<file path="config.mk">
export PLATFORM = sky130hd
export DESIGN_NAME = cmp_nibble_serial
export DESIGN_NICKNAME = d
export VERILOG_FILES = /design/src/rtl/cmp_nibble_serial_pkg.sv /design/src/rtl/cmp_nibble_serial_step.sv /design/src/rtl/cmp_nibble_serial.sv
export SDC_FILE = /design/constraint.sdc
export NUM_CORES = 1
export LEC_CHECK = 0
export BUFFER_PORTS_ARGS = -buffer_cell sky130_fd_sc_hd__buf_2
export CELL_PAD_IN_SITES_DETAIL_PLACEMENT = 2
export CELL_PAD_IN_SITES_GLOBAL_PLACEMENT = 2
export CORE_ASPECT_RATIO = 0.7
export CORE_MARGIN = 3
export CORE_UTILIZATION = 29
export CTS_CLUSTER_SIZE = 25
export DETAILED_ROUTE_END_ITERATION = 12
export PLACE_DENSITY_LB_ADDON = 0.12
export SYNTH_ARGS = -nofsm -noshare
export SYNTH_HDL_FRONTEND = slang
export SYNTH_SLANG_ARGS = --single-unit
</file>
<file path="constraint.sdc">
create_clock -name clk -period 3.4 [get_ports clk]
set_input_delay 0.34 -clock clk [delete_from_list [all_inputs] [get_ports clk]]
set_output_delay 0.34 -clock clk [all_outputs]
set_load 0.005 [all_outputs]
</file>
<file path="src/rtl/cmp_nibble_serial_pkg.sv">
// Shared encodings for the nibble-serial magnitude comparator.
// The build macro CMP_NIBBLE_EARLY_EXIT_EN selects an MSB-first early-exit scan.
package cmp_nibble_serial_pkg;

    localparam int CMP_NIB = 4;

    typedef enum logic [1:0] {
        CMP_IDLE = 2'd0,
        CMP_BUSY = 2'd1,
        CMP_DONE = 2'd2
    } cmp_state_e;

    localparam logic [1:0] CMP_EQ = 2'd0;
    localparam logic [1:0] CMP_LT = 2'd1;
    localparam logic [1:0] CMP_GT = 2'd2;

    // GT wins over LT; EQin carries no extra information.
    function automatic logic [1:0] cmp_seed(input logic lt, input logic gt);
        if (gt) begin
            return CMP_GT;
        end
        if (lt) begin
            return CMP_LT;
        end
        return CMP_EQ;
    endfunction

    function automatic logic [2:0] cmp_onehot(input logic [1:0] res);
        logic [2:0] oh;
        oh = 3'b010;
        unique case (res)
            CMP_LT:  oh = 3'b100;
            CMP_GT:  oh = 3'b001;
            default: oh = 3'b010;
        endcase
        return oh;
    endfunction

endpackage

</file>
<file path="src/rtl/cmp_nibble_serial_step.sv">
// One nibble of the comparator cascade: an unequal nibble overrides the
// incoming result, an equal nibble passes it through.
module cmp_nibble_step
    import cmp_nibble_serial_pkg::*;
(
    input  logic [CMP_NIB-1:0] i_a,
    input  logic [CMP_NIB-1:0] i_b,
    input  logic [1:0]         i_prev,
    output logic [1:0]         o_next
);

    always_comb begin
        o_next = i_prev;
        if (i_a < i_b) begin
            o_next = CMP_LT;
        end else if (i_a > i_b) begin
            o_next = CMP_GT;
        end
    end

endmodule

</file>
<file path="src/rtl/cmp_nibble_serial.sv">
// Time-multiplexed LT/EQ/GT comparator, one nibble per clock.
// Define CMP_NIBBLE_EARLY_EXIT_EN for an MSB-first scan that stops early.
module cmp_nibble_serial
    import cmp_nibble_serial_pkg::*;
#(
    parameter int WIDTH = 16
)
(
    input  logic             clk,
    input  logic             rst,
    input  logic             in_valid,
    output logic             in_ready,
    input  logic [WIDTH-1:0] A,
    input  logic [WIDTH-1:0] B,
    input  logic             LTin,
    input  logic             EQin,
    input  logic             GTin,
    output logic             out_valid,
    input  logic             out_ready,
    output logic             LTout,
    output logic             EQout,
    output logic             GTout
);

    localparam int NNIB = WIDTH / CMP_NIB;
    localparam int IW   = $clog2(NNIB);

    cmp_state_e         r_state;
    cmp_state_e         w_state_nxt;
    logic [WIDTH-1:0]   r_a;
    logic [WIDTH-1:0]   r_b;
    logic [IW-1:0]      r_idx;
    logic [1:0]         r_run;
    logic [2:0]         r_res;
    logic [CMP_NIB-1:0] w_na;
    logic [CMP_NIB-1:0] w_nb;
    logic [1:0]         w_next;
    logic               w_last;
    logic               w_accept;
    logic [IW-1:0]      w_idx_start;
    logic [IW-1:0]      w_idx_step;
    logic               w_unused_eqin;

    assign w_unused_eqin = EQin;
    assign w_accept      = in_valid && in_ready;

    always_comb begin
        w_na = '0;
        w_nb = '0;
        for (int k = 0; k < NNIB; k++) begin
            if (r_idx == IW'(k)) begin
                w_na = r_a[k*CMP_NIB +: CMP_NIB];
                w_nb = r_b[k*CMP_NIB +: CMP_NIB];
            end
        end
    end

    cmp_nibble_step u_step (
        .i_a    (w_na),
        .i_b    (w_nb),
        .i_prev (r_run),
        .o_next (w_next)
    );

`ifdef CMP_NIBBLE_EARLY_EXIT_EN
    // Seed rides in r_run untouched until a nibble differs, so it lands last.
    assign w_idx_start = IW'(NNIB - 1);
    assign w_idx_step  = r_idx - 1'b1;
    assign w_last      = (r_idx == '0) || (w_na != w_nb);
`else
    assign w_idx_start = '0;
    assign w_idx_step  = r_idx + 1'b1;
    assign w_last      = (r_idx == IW'(NNIB - 1));
`endif

    always_ff @(posedge clk) begin
        if (rst) begin
            r_state <= CMP_IDLE;
        end else begin
            r_state <= w_state_nxt;
        end
    end

    always_comb begin
        w_state_nxt = r_state;
        unique case (r_state)
            CMP_IDLE: if (w_accept)  w_state_nxt = CMP_BUSY;
            CMP_BUSY: if (w_last)    w_state_nxt = CMP_DONE;
            CMP_DONE: if (out_ready) w_state_nxt = CMP_IDLE;
            default:                 w_state_nxt = CMP_IDLE;
        endcase
    end

    always_comb begin
        in_ready  = (r_state == CMP_IDLE) && !rst;
        out_valid = (r_state == CMP_DONE);
    end

    always_ff @(posedge clk) begin
        if (rst) begin
            r_a   <= '0;
            r_b   <= '0;
            r_idx <= '0;
            r_run <= CMP_EQ;
            r_res <= '0;
        end else begin
            if (r_state == CMP_IDLE && w_accept) begin
                r_a   <= A;
                r_b   <= B;
                r_idx <= w_idx_start;
                r_run <= cmp_seed(LTin, GTin);
            end
            if (r_state == CMP_BUSY) begin
                r_run <= w_next;
                r_idx <= w_idx_step;
                if (w_last) begin
                    r_res <= cmp_onehot(w_next);
                end
            end
        end
    end

    assign LTout = r_res[2];
    assign EQout = r_res[1];
    assign GTout = r_res[0];

endmodule

</file>
==> impl_metrics.yaml, run 1 <==
floorplanning:
  floorplan.die.width_um: 104
  design.portCount: 44
  placeable_core_region_um2: 6370
  std_cell_rows: 24
  total_die_area_um2: 7720
  die_height_um: 74.4
  starting_utilization_of_the_core_area_pct: 30.5
clocking:
  numCtsBuffers: 5
  insertion_delay_ns: 0.30
  clk_root_buffer_cell: "clkbuf_8"
  cts.repair_timing.setup_buffer_count: 0
  cts_tree: "done"
  holdBufCountCts: 0
  ctsLongestPathBuffers: 2
  clock_tree.htree_level_count: 2
  cts.reportedPaths.clkPinSlew_ns: 0.09
  number_of_gates_resized_after_cts: 0
  clock_sink_total: 41
logic_synthesis:
  postSynthNetCount: 311
  syn_avg_cell_area_um2: 7.40
  synth_seq_cells: 41
  synth.yosys.warnings: 0
  synth_cells: 262
  ys_seq_area_share_pct: 42.3
  synth_cell_types: 26
  netlist_area_um2: 1940
worst_setup_path:
  cpMaxStageDelayCell: "ha_1"
  worstSetupEndpointType: "register"
  worst_path_dominant_cell_family: "compound AO/OA/AOI/OAI gates"
  cp_most_frequent_cell: "ha_1"
  cp_cell_sequence: "inv_1, ha_1, a21oi_1, o21ai_0, a22oi_1, ha_1, nor2b_1, o211ai_1, a21o_1, inv_1, ha_1, nand3_1, a21oi_1"
  worstSetupPathType: "reg2reg"
  worstPathArrival_ns: 3.22
  timing.rr.start: "r_idx[0]$_SDFFE_PP0P_"
  reg2reg_slack_ns: 0.41
  worst-r2r-cell-count: 13
  worst_r2r_endpoint: "r_res[1]$_SDFFE_PP0P_"
  cp.required_ns: 3.63
  crit_path_start_kind: "register"
  slowest_delay_ns: 0.42
  timing.critical_path.fanout_max: 16
  cp_num_buf_inv: 2
hold_path:
  hold_critical_path_endpoint: "r_a[10]$_SDFFE_PP0P_"
  hold_path_depth: 3
  timing.hold.worst.class: "in2reg"
  worstHoldStart: "A[10]"
final_layout:
  most-common-layout-cells: "81 x nand2_1, 56 x a21oi_1, 42 x buf_2"
  fillCellCount: 774
  layout-drive-gt1-share_pct: 18.9
  most_common_cell_after_layout_fill_and_taps_aside: "nand2_1"
  num_antenna_cells: 0
  final_core_utilization_pct: 36.2
  instances_no_fill: 388
  area.growth.synth_to_final_pct: 18.9
  layout.nets: 345
power:
  peakVddDrop_mv: 0.171
  power.density_nw_per_um2: 455
  p_leak_nw: 0.902
sta:
  final_cycle_share_pct: 88.0
  hold_violations: 0
  fmax_mhz: 334
  worst_slew_margin_rel_pct: 44.7
  setup_viol_count_final: 0
  max_slew.worst_pin.slew_ns: 0.830
  post-route-worst-setup-slack_ns: 0.409
  period_needed_ns: 2.99
  pins_over_their_slew_limit: 0
  setup-tns-final_ns: 0
  fin_worst_skew_ns: 0.0112
  rsz_0062_raised_after_global_routing: "no"
detailed_routing:
  via_per_inst: 4.80
  totalWireLength_um: 5760
  route.detailed.wl_per_inst_um: 14.8
  antenna_violating_nets_post_route: 0
  drt_iter0_markers: 32
  drt_first_pass_iters: 4
  vias: 1862
  drc: 0
place:
  place_hpwl_um: 4080
  pre_cts_slack_ns: 0.418
  io_buffers: 42
  globalplace.congestion: 0.705
  placed_cells: 380
flow_run:
  max_cap_viol_count: 0
global_route:
  grt_pass1_vias: 1949
  track_usage_pct: 15.8
  largest_net_degree_at_the_start_of_global_routing: 43
  antenna_found_initial: 0
  grt_pass1_wl_um: 9700
  grt_overflow_total: 0
outcome:
  status: "finished clean"
worst min-delay path, stage by stage:
cell     delay [ns]
buf_2          0.09
nand2_1        0.05
a21oi_1        0.05
state kept, by name, summed over array words and instances (netlist names):
register	flops
r_run	2
r_idx	2
r_res	3
r_a	16
r_b	16
r_state	2
area by class of cell:
cell class,instances,area (um^2),area share (%)
well taps,91,114,4.94
clock buffers,7,96.3,4.18
clock inverters,1,5.00,0.217
flip-flops and latches,41,821,35.6
inverters,11,41.3,1.79
multi-input cells,191,988,42.9
repair buffers,46,240,10.4
per-stage QoR:
| step | power [mW] | hold slack [ns] | instance area (um^2) |
|---|---|---|---|
| final | 1.05 | 0.270 | 2310 |
| after global routing | 1.11 | 0.276 | 2310 |
| after CTS | 1.06 | 0.268 | 2310 |
| after detailed placement | 0.697 | 0.451 | 2200 |
| after global placement | 0.689 | 0.445 | 2200 |
| after floorplan | 0.638 | 0.436 | 1940 |
kinds of logic after synthesis:
kind of cell	count (synthesis)	synth area share [%]
compound gates	74	20.6
fa+ha+maj	10	6.45
buf+inv	30	6.71
flops	41	42.3
mux	1	0.516
simple gates	106	23.4
worst max-delay path by stage:
stage	startpoint	end	slack, ns	cells after the start
after floorplan	r_idx[0]$_SDFFE_PP0P_	r_res[1]$_SDFFE_PP0P_	0.84	14
after global placement	r_idx[1]$_SDFFE_PP0P_	r_res[1]$_SDFFE_PP0P_	0.59	14
after CTS	r_idx[1]$_SDFFE_PP0P_	r_res[1]$_SDFFE_PP0P_	0.40	14
after detailed placement	r_idx[1]$_SDFFE_PP0P_	r_res[1]$_SDFFE_PP0P_	0.42	14
final	r_idx[0]$_SDFFE_PP0P_	r_res[1]$_SDFFE_PP0P_	0.41	13
after global routing	r_idx[0]$_SDFFE_PP0P_	r_res[1]$_SDFFE_PP0P_	0.12	13
cell usage after synthesis (all sizes together):
library cell	n	area (um^2)
nand2	81	304
nor2	5	21.3
ha	10	125
nand2b	2	12.5
o211ai	1	7.51
clkbuf	11	41.3
a21o	1	7.51
dfxtp	41	821
o21ai	8	40.0
nand3b	4	30.0
or4b	1	10.0
nor3	2	10.0
or3b	1	8.76
nand3	4	20.0
mux2i	1	10.0
inv	11	41.3
and3	1	6.26
o221ai	2	17.5
buf	8	47.5
a22oi	5	37.5
nor2b	4	25.0
a21oi	57	289
nand4	1	6.26
layer usage:
metal  track usage (%)  vias up  part of all wire (%)
met3              3.73        5                   2.9
met2              26.7       25                    44
met1              21.0      894                    52
met4              3.54        0                  0.82
met5                 0        -                     0
li1                  -      938                     -
power breakdown:
part | switching (mW) | internal, mW | total [mW] | leakage (nW)
registers | 0.0152 | 0.502 | 0.517 | 0.334
clock network | 0.182 | 0.184 | 0.366 | 0.0542
logic | 0.0986 | 0.0681 | 0.167 | 0.514
total | 0.295 | 0.754 | 1.05 | 0.902
Power figures use the tool's default switching activity.
==> run 2: changes to the inputs <==
==> constraint.sdc (replaced) <==
create_clock -name clk -period 3.1 [get_ports clk]
set_input_delay 0.31 -clock clk [delete_from_list [all_inputs] [get_ports clk]]
set_output_delay 0.31 -clock clk [all_outputs]
set_load 0.005 [all_outputs]
==> run 2 against run 1 <==
Compared with the run above: maximum frequency rose by 5.5%; sequential power is 9.7% higher; die area is the same; register-to-register slack got worse by 0.14 ns; non-clock buffer count increased by 1; clock power up 6.8%; combinational power up 11%; clock-buffer cell count unchanged; first-iteration DRC count increased by 66%.
==> impl_metrics.yaml, run 2 (synthesized netlist as in run 1, its figures left out) <==
detailed_routing:
  drt_iter0_markers: 53
  drc: 0
  totalWireLength_um: 5540
  route.met2.wl_um: 2410
  wl_met3_um: 234
  vias: 1865
  via_per_inst: 4.79
  antenna_violating_nets_post_route: 0
  drt_first_pass_iters: 4
  route.detailed.wl_per_inst_um: 14.2
  highest_layer: "met4"
  drt-met1-wl_um: 2850
sta:
  timing.hold.ws_ns: 0.249
  fin_worst_skew_ns: 0.00396
  fmax_mhz: 353
  max_slew.worst_pin.slew_ns: 0.696
  hold_violations: 0
  pins_over_their_slew_limit: 0
  rsz_0062_raised_after_global_routing: "no"
  setup-tns-final_ns: 0
  period_needed_ns: 2.83
  post-route-worst-setup-slack_ns: 0.266
  setup_viol_count_final: 0
  final_cycle_share_pct: 91.4
  worst_slew_margin_rel_pct: 53.6
worst_setup_path:
  cp.required_ns: 3.32
  worst-r2r-cell-count: 14
  timing.rr.start: "r_idx[1]$_SDFFE_PP0P_"
  cpMaxStageDelayCell: "dfxtp_1"
  cp_num_buf_inv: 2
  worst_r2r_endpoint: "r_res[1]$_SDFFE_PP0P_"
  crit_path_start_kind: "register"
  crit_path_cell_count: 14
  worst_path_dominant_cell_family: "compound AO/OA/AOI/OAI gates"
  worstSetupEndpointType: "register"
  timing.critical_path.fanout_max: 16
  reg2reg_slack_ns: 0.27
  cp_most_frequent_cell: "a21oi_1"
  worstPathArrival_ns: 3.06
  worstSetupPathType: "reg2reg"
  slowest_delay_ns: 0.38
  cp_cell_sequence: "inv_1, ha_2, nand3b_1, a21oi_1, a21oi_1, o21ai_0, ha_1, nor2b_1, o211ai_1, a21o_1, inv_1, ha_1, nand3_1, a21oi_1"
hold_path:
  hold_path_depth: 3
  hold_critical_path_endpoint: "r_b[4]$_SDFFE_PP0P_"
  timing.hold.worst.class: "in2reg"
  worstHoldStart: "B[4]"
floorplanning:
  die_height_um: 74.4
  design.portCount: 44
  total_die_area_um2: 7720
  floorplan.die.width_um: 104
  placeable_core_region_um2: 6370
  std_cell_rows: 24
  starting_utilization_of_the_core_area_pct: 30.5
power:
  share_clk_of_total_power_pct: 34.2
  total_power_mw: 1.14
  p_leak_nw: 0.904
  peakVddDrop_mv: 0.186
  power.density_nw_per_um2: 492
  p_int_mw: 0.828
  p_sw_share_pct: 27.5
  power_switching_mw: 0.315
  combPwrFrac_pct: 16.2
  power.share.sequential_pct: 49.6
global_route:
  largest_net_degree_at_the_start_of_global_routing: 43
  grt_overflow_total: 0
  track_usage_pct: 15.1
  grt_pass1_wl_um: 9400
  antenna_found_initial: 0
  grt_pass1_vias: 1888
final_layout:
  instances_no_fill: 389
  final_core_utilization_pct: 36.5
  most-common-layout-cells: "81 x nand2_1, 56 x a21oi_1, 42 x buf_2"
  most_common_cell_after_layout_fill_and_taps_aside: "nand2_1"
  regs_by_ff_count: "r_a (16), r_b (16), r_res (3)"
  post-route-cell-area_um2: 2320
  layout.nets: 346
  num_antenna_cells: 0
  fillCellCount: 820
  area.growth.synth_to_final_pct: 19.7
  layout-drive-gt1-share_pct: 20.1
flow_run:
  max_cap_viol_count: 0
clocking:
  insertion_delay_ns: 0.29
  clock_sink_total: 41
  cts.reportedPaths.clkPinSlew_ns: 0.08
  ctsLongestPathBuffers: 2
  numCtsBuffers: 5
  cts_tree: "done"
  clk_root_buffer_cell: "clkbuf_8"
  clock_tree.htree_level_count: 2
place:
  placed_cells: 381
  io_buffers: 42
  pre_cts_slack_ns: 0.160
  globalplace.congestion: 0.749
  detailed_place.area_um2: 2210
  place_hpwl_um: 3970
outcome:
  status: "finished clean"
run 2: worst max path at each step:
stage	to	from	slack, ns
2_1_floorplan	r_res[1]$_SDFFE_PP0P_	r_idx[0]$_SDFFE_PP0P_	0.54
6_report	r_res[1]$_SDFFE_PP0P_	r_idx[1]$_SDFFE_PP0P_	0.27
3_3_place_gp	r_res[1]$_SDFFE_PP0P_	r_idx[0]$_SDFFE_PP0P_	0.29
4_1_cts	r_res[1]$_SDFFE_PP0P_	r_idx[1]$_SDFFE_PP0P_	0.09
3_5_place_dp	r_res[1]$_SDFFE_PP0P_	r_idx[0]$_SDFFE_PP0P_	0.16
5_1_grt	r_res[1]$_SDFFE_PP0P_	r_idx[0]$_SDFFE_PP0P_	0.03
run 2: final cells by class:
class	count	area, um^2	share of cell area, %
Clock inverter	1	5.00	0.216
Multi-Input combinational cell	191	996	42.9
Sequential cell	41	821	35.4
Clock buffer	7	96.3	4.15
Timing Repair Buffer	47	248	10.7
Tap cell	91	114	4.91
Inverter	11	41.3	1.78
run 2: worst reg2reg max path, delay by kind of cell, from the launching register on:
family	cells	cell delay [ns]
flip-flops	1	0.38
AND/OR/NAND/NOR	3	0.41
buffers and inverters	2	0.15
AO/OA/AOI/OAI	6	1.00
adder cells (fa/ha/maj)	3	0.83
run 2: power by group through the flow:
stage          Sequential, mW  Clock, mW  Combinational, mW
6_report                0.567      0.391              0.185
5_1_grt                 0.570      0.428              0.218
4_1_cts                 0.567      0.404              0.189
3_5_place_dp            0.579          0              0.186
3_3_place_gp            0.578          0              0.177
2_1_floorplan           0.573          0              0.126
run 2: layer usage:
metal	vias up	track usage, %
met5	-	0
li1	940	-
met3	4	3.90
met4	0	3.54
met1	891	20.9
met2	30	24.0
run 2: repair_timing:
action,in CTS,in global routing
setup buffers,0,0
gates resized for setup,0,3
hold buffers,0,0
setup endpoints to repair,0,2
